`config.mk`:
```
export PLATFORM = sky130hd
export DESIGN_NAME = seq_multiplier_flat
export DESIGN_NICKNAME = d
export VERILOG_FILES = /design/src/rtl/seq_multiplier_if.sv /design/src/rtl/seq_multiplier.sv /design/src/flat_wrapper.sv
export SDC_FILE = /design/constraint.sdc
export NUM_CORES = 1
export LEC_CHECK = 0
export ABC_AREA = 1
export CAP_MARGIN = 40
export CORE_ASPECT_RATIO = 1.25
export CORE_UTILIZATION = 40
export DETAILED_ROUTE_END_ITERATION = 8
export GPL_ROUTABILITY_DRIVEN = 0
export PLACE_DENSITY = 0.72
export SETUP_SLACK_MARGIN = 0.15
export SYNTH_ARGS = -nofsm -noshare
export SYNTH_HDL_FRONTEND = slang
export SYNTH_SLANG_ARGS = --single-unit
```
`constraint.sdc`:
```
create_clock -name clk -period 13.8 [get_ports clk]
set_clock_uncertainty 0.15 [all_clocks]
set_input_delay 2.07 -clock clk [delete_from_list [all_inputs] [get_ports clk]]
set_output_delay 2.07 -clock clk [all_outputs]
set_load 0.01 [all_outputs]
```
`src/rtl/seq_multiplier_if.sv`:
```
// Handshake bundle for seq_multiplier: operand request channel and product response channel.
// The master drives operands and out_ready; the slave (the multiplier) returns the product.
interface seq_multiplier_if #(
   parameter int unsigned MCAND_WID  = 32,
   parameter int unsigned MPLIER_WID = 32
);
   logic                            in_valid;
   logic                            in_ready;
   logic [MCAND_WID-1:0]            multicand;
   logic [MPLIER_WID-1:0]           multiplier;
   logic                            is_signed;
   logic                            out_valid;
   logic                            out_ready;
   logic [MCAND_WID+MPLIER_WID-1:0] product;

   modport master (
      output in_valid, multicand, multiplier, is_signed, out_ready,
      input  in_ready, out_valid, product
   );

   modport slave (
      input  in_valid, multicand, multiplier, is_signed, out_ready,
      output in_ready, out_valid, product
   );
endinterface

```
`src/rtl/seq_multiplier.sv`:
```
// Iterative shift-add multiplier, one multiplier bit per cycle through a single MCAND_WID adder.
// Define MULT_SIGNED_EN to build two's-complement support (sign-magnitude around the core).
module seq_multiplier #(
   parameter int unsigned MCAND_WID  = 32,
   parameter int unsigned MPLIER_WID = 32
) (
   input logic             clk,
   input logic             rst,
   seq_multiplier_if.slave bus
);
   localparam int unsigned ProdWid = MCAND_WID + MPLIER_WID;
   localparam int unsigned CntWid  = (MPLIER_WID > 2) ? $clog2(MPLIER_WID) : 1;

   typedef enum logic [1:0] {StIdle, StBusy, StDone} state_e;

   state_e               state_q, state_d;
   logic [MCAND_WID-1:0]  mcand_q, mcand_d;
   logic [MCAND_WID-1:0]  acc_q, acc_d;
   logic [MPLIER_WID-1:0] mplier_q, mplier_d;
   logic [CntWid-1:0]     cnt_q, cnt_d;
   logic [ProdWid-1:0]    product_q, product_d;
   logic                  neg_q, neg_d, neg_in;

   logic [MCAND_WID-1:0]  mcand_in;
   logic [MPLIER_WID-1:0] mplier_in;
   logic [MCAND_WID:0]    sum;
   logic [ProdWid-1:0]    shifted;

`ifdef MULT_SIGNED_EN
   // Magnitude of the most-negative value wraps to 2^(W-1), which is correct as unsigned.
   always_comb begin
      mcand_in  = (bus.is_signed && bus.multicand[MCAND_WID-1]) ? -bus.multicand
                                                                 : bus.multicand;
      mplier_in = (bus.is_signed && bus.multiplier[MPLIER_WID-1]) ? -bus.multiplier
                                                                   : bus.multiplier;
      neg_in    = bus.is_signed & (bus.multicand[MCAND_WID-1] ^ bus.multiplier[MPLIER_WID-1]);
   end
`else
   logic unused_is_signed;
   assign unused_is_signed = bus.is_signed;
   assign mcand_in         = bus.multicand;
   assign mplier_in        = bus.multiplier;
   assign neg_in           = 1'b0;
`endif

   // Carry out of the add lands in the accumulator MSB after the right shift.
   assign sum     = {1'b0, acc_q} + (mplier_q[0] ? {1'b0, mcand_q} : '0);
   assign shifted = {sum, mplier_q[MPLIER_WID-1:1]};

   always_comb begin
      state_d   = state_q;
      mcand_d   = mcand_q;
      acc_d     = acc_q;
      mplier_d  = mplier_q;
      cnt_d     = cnt_q;
      neg_d     = neg_q;
      product_d = product_q;
      case (state_q)
         StIdle: begin
            if (bus.in_valid) begin
               mcand_d  = mcand_in;
               mplier_d = mplier_in;
               neg_d    = neg_in;
               acc_d    = '0;
               cnt_d    = CntWid'(MPLIER_WID - 1);
               state_d  = StBusy;
            end
         end
         StBusy: begin
            acc_d    = shifted[ProdWid-1:MPLIER_WID];
            mplier_d = shifted[MPLIER_WID-1:0];
            if (cnt_q == '0) begin
               product_d = neg_q ? -shifted : shifted;
               state_d   = StDone;
            end else begin
               cnt_d = cnt_q - 1'b1;
            end
         end
         StDone: begin
            if (bus.out_ready) state_d = StIdle;
         end
         default: state_d = StIdle;
      endcase
   end

   always_ff @(posedge clk or posedge rst) begin
      if (rst) begin
         state_q   <= StIdle;
         mcand_q   <= '0;
         acc_q     <= '0;
         mplier_q  <= '0;
         cnt_q     <= '0;
         neg_q     <= 1'b0;
         product_q <= '0;
      end else begin
         state_q   <= state_d;
         mcand_q   <= mcand_d;
         acc_q     <= acc_d;
         mplier_q  <= mplier_d;
         cnt_q     <= cnt_d;
         neg_q     <= neg_d;
         product_q <= product_d;
      end
   end

   assign bus.in_ready  = (state_q == StIdle);
   assign bus.out_valid = (state_q == StDone);
   assign bus.product   = product_q;
endmodule

```
`src/flat_wrapper.sv`:
```
// flat-port wrapper written by rule: the top's interface ports become plain ports
module seq_multiplier_flat 
#(
   parameter int unsigned MCAND_WID  = 32,
   parameter int unsigned MPLIER_WID = 32
)
  (clk, rst, bus_in_valid, bus_multicand, bus_multiplier, bus_is_signed, bus_out_ready, bus_in_ready, bus_out_valid, bus_product);
  seq_multiplier_if #(.MCAND_WID(MCAND_WID), .MPLIER_WID(MPLIER_WID)) bus_i ();
  input logic clk;
  input logic rst;
  input wire logic [$bits(bus_i.in_valid)-1:0] bus_in_valid;
  input wire logic [$bits(bus_i.multicand)-1:0] bus_multicand;
  input wire logic [$bits(bus_i.multiplier)-1:0] bus_multiplier;
  input wire logic [$bits(bus_i.is_signed)-1:0] bus_is_signed;
  input wire logic [$bits(bus_i.out_ready)-1:0] bus_out_ready;
  output wire logic [$bits(bus_i.in_ready)-1:0] bus_in_ready;
  output wire logic [$bits(bus_i.out_valid)-1:0] bus_out_valid;
  output wire logic [$bits(bus_i.product)-1:0] bus_product;
  assign bus_i.in_valid = bus_in_valid;
  assign bus_i.multicand = bus_multicand;
  assign bus_i.multiplier = bus_multiplier;
  assign bus_i.is_signed = bus_is_signed;
  assign bus_i.out_ready = bus_out_ready;
  assign bus_in_ready = bus_i.in_ready;
  assign bus_out_valid = bus_i.out_valid;
  assign bus_product = bus_i.product;
  seq_multiplier #(.MCAND_WID(MCAND_WID), .MPLIER_WID(MPLIER_WID)) u_core (.clk(clk), .rst(rst), .bus(bus_i));
endmodule
```
==> summary.txt <==
Yosys
  – Mux contribution to synthesized area: 0
  – Sequential element share of the synthesized area: 0.456
  – Synth Area in Compound Gates: 0.0874
  – Synth Area in Adders: 0.0486
  – Syn Nets: 1,357
  – Yosys warnings: 0
  – Post-synthesis average cell area: 7.31 um2
  – Cells after synthesis: 1,253
  – Distinct cells, synth: 31
  – Synth Register Bits: 167
  – Synth Area in XOR/XNOR: 0.0134
  – Mapped cell area: 9160 um2
  – Main combinational cell family by area after synthesis: simple AND/OR/NAND/NOR gates
  – Synth Area in Simple Gates: 0.293

CTS
  – Cts hold-fix bufs: 0
  – Setup Fix Bufs, Post-CTS: 0
  – Num CTS Buffers: 17
  – CTS max path bufs: 2
  – Skew-Pair Late Insertion Delay: 0.43 ns
  – Post-cts resize count: 0
  – CTS Root Cell: clkbuf_16
  – Clock slew at reported path FFs: 0.07 ns
  – TritonCTS clock tree: yes
  – Clk sinks: 167
  – CTS H-tree depth: 4

Global route
  – Grt ovf: 0
  – Met3 Use GR: 0.0312
  – Largest net degree at the start of global routing: 94
  – First-pass GRT wire length: 37,300 um
  – Met1 GRT Util: 0.249
  – Met2 usage: 0.355
  – Initial antenna violation count: 0
  – Vias in the first global route: 7,678
  – GRT Total Usage: 0.203
  – GR peak layer: met2

Power
  – LEAKAGE: 6.10 nW
  – IR drop worst, VDD: 0.109 mV
  – Design Power: 2.89 mW
  – Power Dens Cells: 255 nW/um2

Floorplanning
  – Core Rows: 61
  – Chip height: 171 um
  – Die ar.: 23,500 um2
  – Die width: 137 um
  – Initial Util: 0.410
  – I/O Pins: 135
  – Core area: 22,400 um2

Timing
  – Setup TNS: 0 ns
  – Slew HR: 0.449
  – RSZ-0062 raised after global routing: false
  – Worst setup margin: 9.33 ns
  – Final min period: 4.47 ns
  – Worst Max-Slew Pin Slew: 0.827 ns
  – Final setup vio count: 0
  – Max Fclk: 224 MHz
  – Hold Vio Cnt, Final: 0
  – Final Cycle Share: 0.324
  – Final Slew Violations: 0

Layout
  – Fin nets: 1,474
  – Ant. Diodes: 0
  – Fraction of layout cells with a size suffix above 1: 0.0390
  – Synth-to-Final Area Change: 23.8%
  – Final Instance Area: 11,300 um2

Worst setup path
  – FF-to-FF path depth: 8
  – Max FO, Critical Path: 46
  – Crit end category: flip-flop
  – WP data required: 13.95 ns
  – Critical Path AT: 4.61 ns
  – CP Launch Type: input pin
  – CP Class: in2reg

Drt
  – Drt total wl: 22,400 um
  – DRT iter0 DRCs: 443
  – DRC Markers: 0
  – Vias: 7,990
  – Vias/cell: 4.80
  – Drt first pass iters: 6
  – Routed WL per cell: 13.5 um
  – Final ANT Viol Nets: 0

Placement
  – Final HPWL DP: 16,300 um
  – Placed cell areas: 10,800 um2
  – I/O Buffers: 133
  – Dpl ws: 8.82 ns

Worst hold path
  – Worst Hold Depth: 2
  – Tightest Hold Check Type: reg2reg

Flow run
  – Max_cap viols: 0

Outcome
  – Outcome: completed
## cell type report
class,count,area (um2)
clock inverter,13,121
inverter,191,724
fill,2156,11000
sequential,167,4180
multi-input combinational,853,4060
tap,283,354
timing repair buffer,140,1450
clock buffer,19,453
## layout by cell type (no fill, tap or decap), drive strengths merged
cell type	n
nand2	515
inv	194
dfrtp	167
clkdlybuf4s50	133
o21ai	78
nand3	67
nor2	55
ha	34
a21oi	22
nor3	21
clkbuf	19
o211ai	18
a221oi	13
xnor2	11
clkinv	7
buf	7
nand3b	5
xor2	3
o21bai	3
nand4	3
clkinvlp	2
a21o	1
o21a	1
a31oi	1
o31ai	1
fa	1
bufinv	1
## registers in the layout (all words and copies together) (netlist names)
signal / count
u_core.cnt_q: 5
u_core.state_q: 2
u_core.acc_q: 32
u_core.mplier_q: 32
u_core.bus.product: 64
u_core.mcand_q: 32
## critical path: stages
cell and delay (ns):
clkdlybuf4s50_1 0.41, nand2_2 0.31, buf_12 0.25, inv_4 0.20
nor2_8 0.59, inv_2 0.44, o211ai_1 0.20, o21ai_1 0.09
## per-stage QoR
| stage | utilization | hold WS (ns) | std cells |
|---|---|---|---|
| 6_report | 0.507 | 0.330 | 1666 |
| 5_1_grt | 0.507 | 0.354 | 1666 |
| 4_1_cts | 0.507 | 0.333 | 1666 |
| 3_5_place_dp | 0.481 | 0.314 | 1634 |
| 3_3_place_gp | 0.477 | 0.313 | 1630 |
| 2_1_floorplan | - | 0.299 | 1253 |
## synthesized netlist by cell type, drive strengths merged
cell type	instances	area, um2
nand3	67	335
clkbuf	15	56.3
nand4	3	18.8
a31oi	1	6.26
xor2	3	26.3
nor2	55	246
xnor2	11	96.3
a21o	1	7.51
ha	34	425
fa	1	20.0
inv	191	719
o211ai	18	135
dfrtp	167	4180
a21oi	22	110
nor3	21	110
nand2	515	1940
o21bai	3	22.5
a221oi	13	114
buf	27	154
o21ai	78	390
o21a	1	7.51
nand3b	5	37.5
o31ai	1	7.51
## kinds of logic (layout without fill, tap and decap cells)
group,Yosys count,count (layout)
AND/OR/NAND/NOR,666,666
adder cells (fa/ha/maj),35,35
AO/OA/AOI/OAI,138,138
XOR/XNOR,14,14
buffers and inverters,233,363
flip-flops,167,167
## path summary, 6_finish.rpt
kind / slack (ns) / start / to
min: 0.33 / u_core.mcand_q[18] / u_core.mcand_q[18]
max in group asynchronous: 10.23 / rst / u_core.bus.product[60]
min reg2reg: 0.33 / u_core.mcand_q[18] / u_core.mcand_q[18]
max reg2reg: 10.85 / u_core.state_q[1] / u_core.mplier_q[21]
min in group asynchronous: 1.77 / rst / u_core.bus.product[26]
max: 9.33 / bus_in_valid / u_core.mplier_q[21]
## power by group
part	switching [mW]	total, mW	internal (mW)
Clock	0.206	0.466	0.260
Combinational	0.961	1.58	0.622
Sequential	0.118	0.840	0.722
## layer usage
metal | up-vias | share of wire
li1 | 4124 | -
met3 | 33 | 0.043
met2 | 182 | 0.49
met1 | 3651 | 0.44
met5 | - | 0
met4 | 0 | 0.024
No activity file was read; power rests on OpenSTA's default activity.
